$ cat config.mk
export PLATFORM = sky130hd
export DESIGN_NAME = uart_tx_wrapper
export DESIGN_NICKNAME = d
export VERILOG_FILES = /design/src/rtl/uart_pkg.sv /design/src/rtl/uart_tx_encoder.sv /design/src/rtl/uart_tx_wrapper.sv
export SDC_FILE = /design/constraint.sdc
export NUM_CORES = 1
export LEC_CHECK = 0
export ABC_CLOCK_PERIOD_IN_PS = 2600
export CAP_MARGIN = 25
export CELL_PAD_IN_SITES_DETAIL_PLACEMENT = 1
export CELL_PAD_IN_SITES_GLOBAL_PLACEMENT = 2
export CORE_MARGIN = 4
export CORE_UTILIZATION = 39
export DETAILED_ROUTE_END_ITERATION = 8
export PLACE_DENSITY_LB_ADDON = 0.1
export SLEW_MARGIN = 10
export SYNTH_ARGS = -nofsm -noshare
export SYNTH_HDL_FRONTEND = slang
export SYNTH_HIERARCHICAL = 1
export SYNTH_SLANG_ARGS = --single-unit
$ cat constraint.sdc
create_clock -name clk -period 2.6 [get_ports clk]
set_input_delay 0.78 -clock clk [delete_from_list [all_inputs] [get_ports clk]]
set_output_delay 0.78 -clock clk [all_outputs]
set_load 0.1 [all_outputs]
$ cat src/rtl/uart_pkg.sv
// Shared types and constants for the UART transmit path: FSM/status codes,
// data-width limits and the Hamming codeword layout.
package uart_pkg;

    typedef enum logic [1:0] {
        IDLE  = 2'd0,
        START = 2'd1,
        DATA  = 2'd2,
        STOP  = 2'd3
    } state_t;

    localparam int MIN_DATA_BITS = 4;
    localparam int MAX_DATA_BITS = 8;
    localparam int NUM_PARITY    = 4;
    localparam int CW_W          = 14;

    localparam int P0_IDX = 13;
    localparam int P1_IDX = 12;
    localparam int P2_IDX = 10;
    localparam int P3_IDX = 6;

    // Codeword positions covered by each parity bit.
    localparam logic [CW_W-1:0] P0_COVER = 14'b00_1010_1010_1010;  // 11,9,7,5,3,1
    localparam logic [CW_W-1:0] P1_COVER = 14'b00_1001_1001_1001;  // 11,8,7,4,3,0
    localparam logic [CW_W-1:0] P2_COVER = 14'b00_0011_1000_0111;  // 9,8,7,2,1,0
    localparam logic [CW_W-1:0] P3_COVER = 14'b00_0000_0011_1111;  // 5..0

    // Codeword position of data bit i.
    function automatic int data_pos(input int i);
        case (i)
            0:       return 11;
            1:       return 9;
            2:       return 8;
            3:       return 7;
            4:       return 5;
            5:       return 4;
            6:       return 3;
            7:       return 2;
            8:       return 1;
            default: return 0;
        endcase
    endfunction

endpackage

$ cat src/rtl/uart_tx_encoder.sv
// Combinational Hamming encoder: scatters data bits into the 14-bit codeword
// and fills the four parity positions.
module uart_tx_encoder
    import uart_pkg::*;
#(
    parameter int DATA_W = 10
) (
    input  logic [DATA_W-1:0] data,
    output logic [CW_W-1:0]   cw
);

    logic [CW_W-1:0] body;

    always_comb begin
        body = '0;
        for (int i = 0; i < DATA_W; i++) begin
            body[data_pos(i)] = data[i];
        end
        cw         = body;
        cw[P0_IDX] = ^(body & P0_COVER);
        cw[P1_IDX] = ^(body & P1_COVER);
        cw[P2_IDX] = ^(body & P2_COVER);
        cw[P3_IDX] = ^(body & P3_COVER);
    end

endmodule

$ cat src/rtl/uart_tx_wrapper.sv
// UART transmitter: valid/ready handshake, Hamming encode at transfer, then
// start bit, top N codeword bits MSB first, and one or two stop bits.
module uart_tx_wrapper #(
    parameter int DATA_W = 10,
    parameter int CW_W   = 14
) (
    input  logic              clk,
    input  logic              rst,
    input  logic              tx_ena,
    input  logic              tx_cts,
    input  logic [4:0]        tx_config,
    input  logic [DATA_W-1:0] tx_data,
    input  logic              tx_valid,
    output logic              tx_ready,
    output logic              serial_out,
    output logic [1:0]        status,
    output logic              tx_done,
    output logic              tx_err
);
    import uart_pkg::*;

    state_t            state, state_nx;
    logic [3:0]        cnt, cnt_nx;
    logic [3:0]        nbits_q;
    logic              two_stop_q;
    logic [CW_W-1:0]   cw_q;
    logic [CW_W-1:0]   cw_enc;
    logic [DATA_W-1:0] data_masked;
    logic [3:0]        bit_idx;
    logic              serial_nx, done_nx, err_nx;
    logic              xfer, cfg_ok;

    assign tx_ready = (state == IDLE) && tx_ena && tx_cts;
    assign xfer     = tx_valid && tx_ready;
    assign cfg_ok   = (tx_config[3:0] >= 4'(MIN_DATA_BITS)) &&
                      (tx_config[3:0] <= 4'(MAX_DATA_BITS));
    assign status   = state;

    always_comb begin
        for (int i = 0; i < DATA_W; i++) begin
            data_masked[i] = tx_data[i] & (4'(i) < tx_config[3:0]);
        end
    end

    uart_tx_encoder #(.DATA_W(DATA_W)) u_encoder (
        .data (data_masked),
        .cw   (cw_enc)
    );

    // Outputs are computed for the state being entered so that serial_out and
    // status change on the same edge.
    always_comb begin
        state_nx  = state;
        cnt_nx    = cnt;
        serial_nx = 1'b1;
        done_nx   = 1'b0;
        err_nx    = 1'b0;
        bit_idx   = 4'(CW_W - 2) - cnt;
        if (!tx_ena) begin
            state_nx = IDLE;
            cnt_nx   = '0;
        end else begin
            case (state)
                IDLE: begin
                    if (xfer) begin
                        if (cfg_ok) begin
                            state_nx  = START;
                            serial_nx = 1'b0;
                        end else begin
                            err_nx = 1'b1;
                        end
                    end
                end
                START: begin
                    state_nx  = DATA;
                    cnt_nx    = '0;
                    serial_nx = cw_q[CW_W-1];
                end
                DATA: begin
                    if (cnt == nbits_q + 4'd3) begin
                        state_nx = STOP;
                        cnt_nx   = '0;
                    end else begin
                        cnt_nx    = cnt + 4'd1;
                        serial_nx = cw_q[bit_idx];
                    end
                end
                STOP: begin
                    if (two_stop_q && (cnt == 4'd0)) begin
                        cnt_nx = 4'd1;
                    end else begin
                        state_nx = IDLE;
                        cnt_nx   = '0;
                        done_nx  = 1'b1;
                    end
                end
                default: begin
                    state_nx = IDLE;
                    cnt_nx   = '0;
                end
            endcase
        end
    end

    always_ff @(posedge clk or posedge rst) begin
        if (rst) begin
            state      <= IDLE;
            cnt        <= '0;
            serial_out <= 1'b1;
            tx_done    <= 1'b0;
            tx_err     <= 1'b0;
            cw_q       <= '0;
            nbits_q    <= '0;
            two_stop_q <= 1'b0;
        end else begin
            state      <= state_nx;
            cnt        <= cnt_nx;
            serial_out <= serial_nx;
            tx_done    <= done_nx;
            tx_err     <= err_nx;
            if (xfer) begin
                cw_q       <= cw_enc;
                nbits_q    <= tx_config[3:0];
                two_stop_q <= tx_config[4];
            end
        end
    end

endmodule

==> results.txt <==
Status: finished clean
Final nets: 223
Yosys cell types: 45
Endpoint class of the critical path: flop
Synth Warn #: 6
Fin. Hold Viols: 0
Final setup viols: 0
Drt drc: 0
Uppermost layer routed: met4
Vias per inst: 5.13
CP max FO: 5
Least-Margin Pin Slew: 409 ps
Final Wtd Congestion: 0.780
Met2 wire len: 2160 um
Layout Utilization: 51.4%
Clock sink count: 28
Num ports: 26
Worst rel slew slack: 72.5%
Die area: 5980 um^2
Initial antenna violation count: 0
Core box area: 4500 um^2
Final min period: 2510 ps
Final Max Tran Viols: 0
Routed wire per std cell: 17.9 um
Fmax: 399 MHz
Max_cap viols: 0
Cell Rows: 24
Arrival time worst endpoint: 2680 ps
DIE HEIGHT: 77.3 um
Post-Synthesis Cells: 165
Met1 wire length: 2090 um
Seq/Total Area, Yosys: 37.5%
Port Buffers: 25
Vias in the first global route: 1466
Total power: 1.74 mW
Most used flip-flop cell after synthesis: dfrtp_1
CP Class: in2reg
Most frequent cells in the layout: dfrtp_1, buf_4, mux2_2
Tcrit/Tclk final: 96.5%
Worst vdd ir: 0.000372 V
Syn nets: 192
Clock tree root driver cell: clkbuf_8
Leak: 1.08 nW
Grt total ovfl: 0
Wirelength, routed: 4410 um
WL met3: 115 um
Ys async rst share: 100%
Worst-Skew Late Latency: 280 ps
Worst Hold Class: reg2reg
WHS: 510 ps
Post-Syn Area: 1870 um^2
Synth Area per Inst: 11.4 um^2
All-Layer GR Usage: 15.7%
H-tree depth: 1
Startpoint Class: input pin
Power per cell area: 751 nW/um^2
Drt pass-1 iters: 4
EDFF count, synth: 0
Vias: 1267
CTS Hold Bufs: 0
Post-detail-place hpwl: 3530 um
Total CTS buffers: 3
Commonest non-fill, non-tap cell in the layout: dfrtp_1
Area Growth Syn to Fin: 23.5%
Layout cells sized above 1: 31.8%
Largest net degree at the start of global routing: 29
Clk_skew: 1.55 ps
Clock transition at path regs: 100 ps
Yosys reg bits: 28
CTS tree: built
Starting Density: 41.6%
Die width: 77.3 um
CTS Buffer Depth: 2
Post-DRT Antenna Nets: 0
DR iter-0 viols: 38
# diodes: 0
First-pass GRT wire length: 7450 um
CP required: 2780 ps
RSZ-0062 raised after global routing: no
sequential cells by signal, summed over array words and instances (netlist names):
signal / count
cnt: 4
cw_q: 14
nbits_q: 4
serial_out: 1
status: 2
two_stop_q: 1
tx_done: 1
tx_err: 1
Yosys cell counts (2+ instances only):
library cell	count	area (um^2)
a21boi_0	3	22.5
a21oi_1	3	15.0
and2_1	2	12.5
buf_2	4	20.0
buf_4	10	75.1
buf_6	2	22.5
clkbuf_2	2	10.0
dfrtp_1	27	676
ha_1	7	87.6
inv_1	11	41.3
mux2_2	18	203
mux2i_1	3	30.0
mux4_2	2	45.0
nand2_1	11	41.3
nand3_1	4	20.0
nor2_1	2	7.51
nor2b_1	3	18.8
nor3_1	2	10.0
o21ai_0	8	40.0
o22ai_1	2	12.5
xnor2_1	9	78.8
xnor3_1	2	45.0
xor2_1	4	35.0
xor3_1	3	71.3
layer usage:
layer | track usage (%) | up-vias
met1 | 21.2 | 625
met5 | 0 | -
met3 | 2.58 | 5
met4 | 3.74 | 0
li1 | - | 621
met2 | 26.4 | 16
power breakdown:
part | total (mW) | internal [mW] | switching [mW]
Sequential | 0.661 | 0.570 | 0.0908
Combinational | 0.725 | 0.364 | 0.361
Clock | 0.352 | 0.206 | 0.145
Total | 1.74 | 1.14 | 0.597
through the flow:
| step | setup WS [ps] | TNS (ps) | area (um^2) | cells |
|---|---|---|---|---|
| floorplan | 19.1 | 0 | 1880 | 165 |
| global placement | -332 | -1530 | 2220 | 243 |
| detailed placement | -347 | -1990 | 2220 | 243 |
| CTS | 26.4 | 0 | 2290 | 247 |
| global route | 57.1 | 0 | 2310 | 247 |
| finish | 91.5 | 0 | 2310 | 247 |
path summary, 6_finish.rpt:
| kind | start | to | slack, ps | cells past startpoint |
|---|---|---|---|---|
| worst max-delay path | tx_config[0] | cw_q[10] | 90 | 5 |
| worst min-delay path | cw_q[1] | cw_q[1] | 510 | 1 |
| worst max register to register | cnt[1] | serial_out | 730 | 6 |
| worst min register to register | cw_q[1] | cw_q[1] | 510 | 1 |
| max in group asynchronous | rst | serial_out | 1550 | 3 |
| min in group asynchronous | rst | nbits_q[2] | 820 | 3 |
logic make-up after synthesis:
logic type      share of synthesized area [%]
compound gates                           9.95
xor+xnor                                 13.6
fa+ha+maj                                4.68
buf+inv                                  9.22
flops                                    37.5
mux                                      16.2
simple gates                             8.89
cell type report:
type	instances	area [um^2]
inverters	11	41.3
clock inverters	1	30.0
multi-input cells	107	1020
repair buffers	45	410
clock buffers	3	41.3
flip-flops and latches	28	704
fillers	492	2190
well taps	52	65.1
timing repair:
item,4_1_cts,5_1_grt
cloned,0,0
pin swaps,0,1
gates resized for setup,4,4
buffers inserted,0,0
endpoints found under the setup margin,3,5
worst max-delay path, stage by stage:
cell and delay, ps:
clkdlybuf4s50_1 490, o311a_1 350, xnor3_2 430, xor3_1 370, mux2_2 260
Note: power is estimated with default switching activity, not from simulation.
